`src/rtl/pipelined_sub_constant.sv`:
```
// Free-running modulo-2^W down-counter built from two interleaved lanes.
// Each lane uses a two-cycle split subtractor, and a single-cycle reference model sets a sticky fail flag.
module pipelined_sub_constant #(
    parameter int unsigned     W    = 32,
    parameter longint unsigned C    = 2,
    parameter longint unsigned INIT = 0
) (
    input  logic         clk,
    input  logic         rst_n,
    input  logic         en,
    input  logic         load,
    input  logic [W-1:0] load_val,
    output logic [W-1:0] y,
    output logic         y_vld,
    output logic         borrow,
    output logic         fail
);

    localparam int unsigned H    = W / 2;
    localparam logic [W-1:0] CW  = W'(C);
    localparam logic [W-1:0] IW  = W'(INIT);
    localparam logic [W-1:0] D2  = CW << 1;
    // A value v wrapped relative to its predecessor v+C exactly when v >= 2^W - C.
    localparam logic [W-1:0] KW  = {W{1'b0}} - CW;
    localparam logic         CNZ = (CW != {W{1'b0}});

    logic         seeded;
    logic         phase;
    logic [W-1:0] cur_e, cur_o;
    logic [H-1:0] lo_e, lo_o, hs_o;
    logic         b_e, b_o, ge_e, ge_o, brw_e, brw_o;
    logic [W-1:0] exp_y;

    logic         adv, seed;
    logic [W-1:0] seed_val;
    logic [H:0]   lo_diff_e, lo_diff_o;
    logic [H-1:0] hi_new_e, hi_new_o, lo_src_o, lo_sub_o;

    assign adv      = en | load;
    assign seed     = load | ~seeded;
    assign seed_val = load ? load_val : IW;

    // The odd lane starts from V-C, so its seed runs the low half with C instead of 2C.
    always_comb begin
        lo_diff_e = {1'b0, cur_e[H-1:0]} - {1'b0, D2[H-1:0]};
        hi_new_e  = cur_e[W-1:H] - D2[W-1:H] - H'(b_e);
        lo_src_o  = seed ? seed_val[H-1:0] : cur_o[H-1:0];
        lo_sub_o  = seed ? CW[H-1:0] : D2[H-1:0];
        lo_diff_o = {1'b0, lo_src_o} - {1'b0, lo_sub_o};
        hi_new_o  = cur_o[W-1:H] - hs_o - H'(b_o);
    end

    function automatic logic wraps(input logic [H-1:0] hi, input logic lo_ge);
        return CNZ && ((hi > KW[W-1:H]) || ((hi == KW[W-1:H]) && lo_ge));
    endfunction

    always_ff @(posedge clk or negedge rst_n) begin
        if (!rst_n) begin
            seeded <= 1'b0;
            phase  <= 1'b0;
            y      <= '0;
            y_vld  <= 1'b0;
            borrow <= 1'b0;
            fail   <= 1'b0;
            cur_e  <= '0;
            cur_o  <= '0;
            lo_e   <= '0;
            lo_o   <= '0;
            hs_o   <= '0;
            b_e    <= 1'b0;
            b_o    <= 1'b0;
            ge_e   <= 1'b0;
            ge_o   <= 1'b0;
            brw_e  <= 1'b0;
            brw_o  <= 1'b0;
            exp_y  <= IW;
        // NOTE: no else branch for !adv; a clocked block simply keeps its state, which is the required freeze.
        end else if (adv) begin
            if (y_vld && (y != exp_y))
                fail <= 1'b1;
            if (seed) begin
                seeded <= 1'b1;
                phase  <= 1'b0;
                y_vld  <= 1'b0;
                cur_e  <= seed_val;
                brw_e  <= 1'b0;
                cur_o  <= seed_val;
                lo_o   <= lo_diff_o[H-1:0];
                b_o    <= lo_diff_o[H];
                ge_o   <= (lo_diff_o[H-1:0] >= KW[H-1:0]);
                hs_o   <= CW[W-1:H];
                exp_y  <= seed_val;
            end else begin
                phase <= ~phase;
                y_vld <= 1'b1;
                if (y_vld)
                    exp_y <= exp_y - CW;
                // A lane runs its low half on its own output cycle and its high half on the other lane's.
                if (!phase) begin
                    y      <= cur_e;
                    borrow <= brw_e;
                    lo_e   <= lo_diff_e[H-1:0];
                    b_e    <= lo_diff_e[H];
                    ge_e   <= (lo_diff_e[H-1:0] >= KW[H-1:0]);
                    cur_o  <= {hi_new_o, lo_o};
                    brw_o  <= wraps(hi_new_o, ge_o);
                end else begin
                    y      <= cur_o;
                    borrow <= brw_o;
                    lo_o   <= lo_diff_o[H-1:0];
                    b_o    <= lo_diff_o[H];
                    ge_o   <= (lo_diff_o[H-1:0] >= KW[H-1:0]);
                    hs_o   <= D2[W-1:H];
                    cur_e  <= {hi_new_e, lo_e};
                    brw_e  <= wraps(hi_new_e, ge_e);
                end
            end
        end
    end

endmodule

```
`config.mk`:
```
export PLATFORM = sky130hd
export DESIGN_NAME = pipelined_sub_constant
export DESIGN_NICKNAME = d
export VERILOG_FILES = /design/src/rtl/pipelined_sub_constant.sv
export SDC_FILE = /design/constraint.sdc
export NUM_CORES = 1
export LEC_CHECK = 0
export CAP_MARGIN = 15
export CORE_UTILIZATION = 35
export CTS_BUF_LIST = sky130_fd_sc_hd__clkbuf_16
export CTS_CLUSTER_DIAMETER = 50
export CTS_CLUSTER_SIZE = 14
export DETAILED_ROUTE_END_ITERATION = 8
export PLACE_DENSITY = 0.5
export SLEW_MARGIN = 15
export SYNTH_ARGS = -nofsm -noshare
export SYNTH_HDL_FRONTEND = slang
export SYNTH_SLANG_ARGS = --single-unit
```
`constraint.sdc`:
```
create_clock -name clk -period 5.5 [get_ports clk]
set_input_delay 1.1 -clock clk [delete_from_list [all_inputs] [get_ports clk]]
set_output_delay 1.1 -clock clk [all_outputs]
set_load 0.005 [all_outputs]
```
Word level (Yosys, flattened, before mapping)
Cells that the tools add are included.

storage, ports and cells
  flip-flop bits (word level) = 187
  input bits = 36
  output and inout port bits = 35
  logic and storage cells = 74

cells by class
  $add $sub $neg = 6
  order comparisons = 4
  equal/unequal tests = 4
  muxes and demuxes = 23
  bitwise logic cells = 5
  reduce and logical (&&, ||, !) cells = 14

operator list
  kind                   number
  $mux 32                8
  $mux 16                5
  $eq 16x16->1 const B   2
  $ge 16x16->1 const B   2
  $gt 16x16->1 const B   2
  $ne 32x32->1           1
  $sub 16x1->16          2
  $sub 32x2->32 const B  1
  $sub 16x3->17          1
  $sub 16x3->17 const B  1
  $sub 16x16->16         1
  $reduce_and 2->1       6
  $mux 1                 9
  $reduce_bool 2->1      2
  $logic_and 1x1->1      3
  $mux 3                 1
  $not 1->1              3
  $reduce_and 3->1       1
  $logic_or 1x1->1       2
  $ne 2x1->1 const B     1
  $or 1x1->1             2

Logic depth before layout (Yosys ltp)
  word-level depth = 7
  gate-level depth with buffers = 16
  gate-level depth less buffers = 11

Worst setup path before layout
Ideal clock, no wire load.

  path kind = input port to flip-flop
  start point = input load
  end point = register ge_o
  library setup time = 0.110 ns
  data arrival time = 4.476 ns
  slack = 0.914 ns
  stages on the path = 15
  buffers on the path = 4
  cells stage by stage = nand2b_1 -> inv_1 -> buf_2 -> clkbuf_1 -> clkbuf_1 -> buf_1 -> a21oi_1 -> ha_1 -> fa_1 -> inv_1 -> a211o_1 -> nor3_1 -> xor2_1 -> or4_1 -> o41ai_1

on the way
  word-level cells in the longest chain between the ends = 6
  elaborated cells on any way between the ends = 11

ends and longest elaborated chain
  element                line     source
  start, declared        11       input logic load,
  $or 1x1->1 *           40       assign seed = load | ~seeded;
  $mux 3 *               48       lo_sub_o = seed ? CW[H-1:0] : D2[H-1:0];
  named net lo_sub_o[2]  37       logic [H-1:0] hi_new_e, hi_new_o, lo_src_o, lo_sub_o;
  $sub 16x3->17 *        49       lo_diff_o = {1'b0, lo_src_o} - {1'b0, lo_sub_o};
  $ge 16x16->1 *         90, 112
  $mux 1                 99       if (!phase) begin
  $mux 1 *               81       if (seed) begin
  end signal, assigned   90       ge_o <= (lo_diff_o[H-1:0] >= KW[H-1:0]);
  end signal, assigned   112      ge_o <= (lo_diff_o[H-1:0] >= KW[H-1:0]);
  end, declared          31       logic b_e, b_o, ge_e, ge_o, brw_e, brw_o;

Mark *: on every way through the listed nets, which the timed path passes. The rest lies on a longest branch. The select of a mux whose other input is x is not followed.
A chain may end at the register's enable or synchronous reset.

Worst setup path after layout
  start point = input load_val[1]
  end point = register ge_o

on the way
  word-level cells in the longest chain between the ends = 6

ends and longest elaborated chain
  element          line     source
  start, declared  12       input logic [W-1:0] load_val,
  $mux 32 *        41       assign seed_val = load ? load_val : IW;
  $mux 16 *        47       lo_src_o = seed ? seed_val[H-1:0] : cur_o[H-1:0];
  $sub 16x3->17 *  49
  $ge 16x16->1 *   90, 112
  $mux 1           99
  $mux 1 *         81

Every way passes the cells marked *; elsewhere a longest branch is shown, timed or not. The select of a mux whose other input is x is not followed.

==> out/qor.csv <==
stage,metric,value,unit
power,powerDensity,323,mW/mm²
timing,setup_viol,0,
clock_tree,cts_inserted_buffers,17,
placed_design,hpwl,23600,µm
worst_setup_path,critPathRequiredTime,5.83,ns
yosys,synth_cell_type_count,70,
worst_setup_path,crit_path_top_delay_cell,nor3_1,
clock_tree,cts.reportedPaths.clkPinSlew,0.08,ns
worst_setup_path,critPathArrivalTime,4.35,ns
placed_design,gp_congestion,0.896,
yosys,ys_seq_elements,171,
floorplanning,ios,71,
global_routing,grt-ovfl-total,0,
layout,syn_to_final_growth,15.5,%
global_routing,antenna_found_initial,0,
yosys,avgSynthCellArea,8.51,µm²
floorplanning,core_area,0.0279,mm²
timing,slew_headroom,36.6,%
global_routing,grt_pass1_vias,8253,
timing,worstMarginPinSlew,0.943,ns
worst_setup_path,cp_num_buf_inv,2,
worst_setup_path,critical_path.max_stage_delay,0.57,ns
timing,timing.final.crit_share,73.2,%
worst_setup_path,path_cells,clkdlybuf4s50_1 -> and2_1 -> a21oi_1 -> ha_1 -> fa_1 -> inv_1 -> a211o_1 -> nor3_1 -> xor2_1 -> or4_1 -> o41ai_1,
routing,wl_per_cell,20.7,µm
timing,finalClockSkew,0.0152,ns
yosys,synth_cells,1175,
worst_setup_path,crit_type,primary input to flip-flop,
yosys,synth-edff-count,0,
timing,finalHoldViolations,0,
layout,final_util,41.4,%
global_routing,gr-usage-all-layers,23.4,%
routing,drtIter0Drc,848,
worst_setup_path,path_max_fanout,5,
global_routing,grt_max_degree,94,
clock_tree,cts_tree,yes,
yosys,synth_flop_cell,dfrtp_1,
worst_setup_path,cp-start-kind,primary input,
clock_tree,post_cts_resized,0,
routing,first_pass_iters,5,
run,drv_cap,0,
timing,layout_min_cycle_time,4.02,ns
clock_tree,clockBufferDepth,2,
routing,vias_per_cell,5.55,
power,p_leak,4.65,nW
layout,final_nets,1245,
floorplanning,die_h,171,µm
timing,fin_hold_ws,0.480,ns
worst_setup_path,crit_family,simple AND/OR/NAND/NOR gates,
layout,num_antenna_cells,0,
yosys,synthArstFlopShare,100,%
floorplanning,start_util,35.8,%
yosys,syn-num-nets,1221,
yosys,synth_top_area_share,42.8,%
timing,rsz0062_at_grt,false,
run_status,outcome,finished clean,
clock_tree,post-cts-setup-buffers,0,
power,worst_ir_drop_vdd,0.205,mV
hold_path,hp-class,flip-flop to flip-flop,
timing,slew_viol_final,0,
yosys,yosys_warnings,0,
yosys,netlist_top_cells_area,"dfrtp_1 (43%), o21ai_0 (8.6%), nand2_1 (5.6%)",
routing,via_count,8819,
yosys,yosysTopAreaCell,dfrtp_1,
routing,drt-total-wl,32900,µm
clock_tree,clock_sinks,171,
layout,drive_gt1_share,5.86,%
floorplanning,die_w,171,µm
yosys,ys_seq_area_share,42.8,%
worst_setup_path,end_kind,flip-flop,
clock_tree,cts_hold_buf,0,
routing,drc,0,
timing,max_freq,248,MHz
clock_tree,insertion_delay,0.43,ns
clock_tree,htree_levels,4,
floorplanning,dieArea,0.0293,mm²
routing,ant_nets,0,
yosys,synth_area,0.0100,mm²
floorplanning,rows,61,
timing,fin_tns_setup,0,ns
clock_tree,root_buffer,clkbuf_16,
global_routing,grt_first_pass_wirelength,51200,µm
placed_design,portBuffers,70,
## through the flow
stage / instances / instance area, µm² / setup WS [ns] / power [mW]
4_1_cts: 1590 / 11600 / 1.46 / 3.76
6_report: 1590 / 11600 / 1.48 / 3.73
5_1_grt: 1590 / 11600 / 1.27 / 3.95
2_1_floorplan: 1175 / 10000 / 0.914 / 2.18
3_3_place_gp: 1558 / 11000 / 1.14 / 2.58
3_5_place_dp: 1558 / 11000 / 1.01 / 2.58
## path summary, 6_finish.rpt
kind                       slack (ns)          startpoint              endpoint  cells after the start
max                              1.48         load_val[1]      ge_o$_DFFE_PN0P_                     11
min                              0.48    fail$_DFFE_PN0P_      fail$_DFFE_PN0P_                      1
max reg2reg                      1.98  seeded$_DFFE_PN0P_      ge_o$_DFFE_PN0P_                      8
min reg2reg                      0.48    fail$_DFFE_PN0P_      fail$_DFFE_PN0P_                      1
max in group asynchronous        3.57               rst_n     y[19]$_DFFE_PN0P_                      2
min in group asynchronous        0.74               rst_n  lo_o[10]$_DFFE_PN0P_                      1
## synth_stat cells (all sizes together) (3+ instances only)
cell type / number
nor2: 73
nor2b: 5
buf: 12
o31a: 4
clkbuf: 69
nand4: 9
inv: 25
o21a: 3
or2: 3
nand2b: 10
a21o: 9
mux2i: 36
a2bb2oi: 3
a21oi: 96
o2bb2ai: 4
a22oi: 7
and3: 6
nor3b: 5
o31ai: 9
and2: 20
nand3: 24
o21ai: 175
ha: 9
or3: 16
xnor2: 18
o22ai: 7
nand2: 150
a22o: 13
o211ai: 9
nand3b: 5
a31oi: 17
nor3: 33
mux2: 3
or4: 11
o41ai: 3
a32oi: 6
xor2: 47
nor4: 22
dfrtp: 171
## power by group
group	internal, mW	leakage [nW]	switching, mW	total [mW]
clock	0.597	0.264	0.571	1.17
combinational	0.371	2.26	0.469	0.840
sequential	1.45	2.12	0.266	1.72
total	2.42	4.65	1.31	3.73
## state kept, by name, indices dropped and copies added, names as in the netlist, 16 cells and up
| signal | count |
|---|---|
| cur_e | 32 |
| cur_o | 32 |
| exp_y | 32 |
| lo_e | 16 |
| lo_o | 16 |
| y | 32 |
## layer usage
layer  track usage, %  vias to the layer above  part of all wire (%)
li1                 -                     4274                     -
met1             37.0                     4275                    52
met2             33.7                      254                    43
met3             3.38                       16                   4.9
met4             3.77                        0                  0.66
met5                0                        -                     0
## layout by cell type, fill, tap and decap left out, types with 17 or more instances in the layout
master	count
nand2_1	149
nand3_1	24
mux2i_1	36
nor2_1	73
a21oi_1	94
clkbuf_16	17
clkdlybuf4s50_1	68
xnor2_1	18
a31oi_1	17
xor2_1	47
nor4_1	20
o21ai_0	172
dfrtp_1	170
and2_1	20
nor3_1	32
inv_1	24
## final cells by class
| type | count | area (µm²) |
|---|---|---|
| Clock buffer | 17 | 425 |
| Inverter | 25 | 93.8 |
| Tap cell | 378 | 473 |
| Timing Repair Buffer | 86 | 817 |
| Multi-Input combinational cell | 898 | 5330 |
| Sequential cell | 171 | 4280 |
| Fill cell | 2833 | 16400 |
| Clock inverter | 15 | 128 |
## cells by family (layout without fill, tap and decap cells)
group,count (synthesis),count (layout),share of synthesized area (%)
simple gates,400,400,19.6
flops,171,171,42.8
fa+ha+maj,10,10,1.33
mux,39,39,3.94
compound gates,384,384,22.5
buf+inv,106,143,4.19
xor+xnor,65,65,5.69
Note: power is estimated with default switching activity, not from simulation.
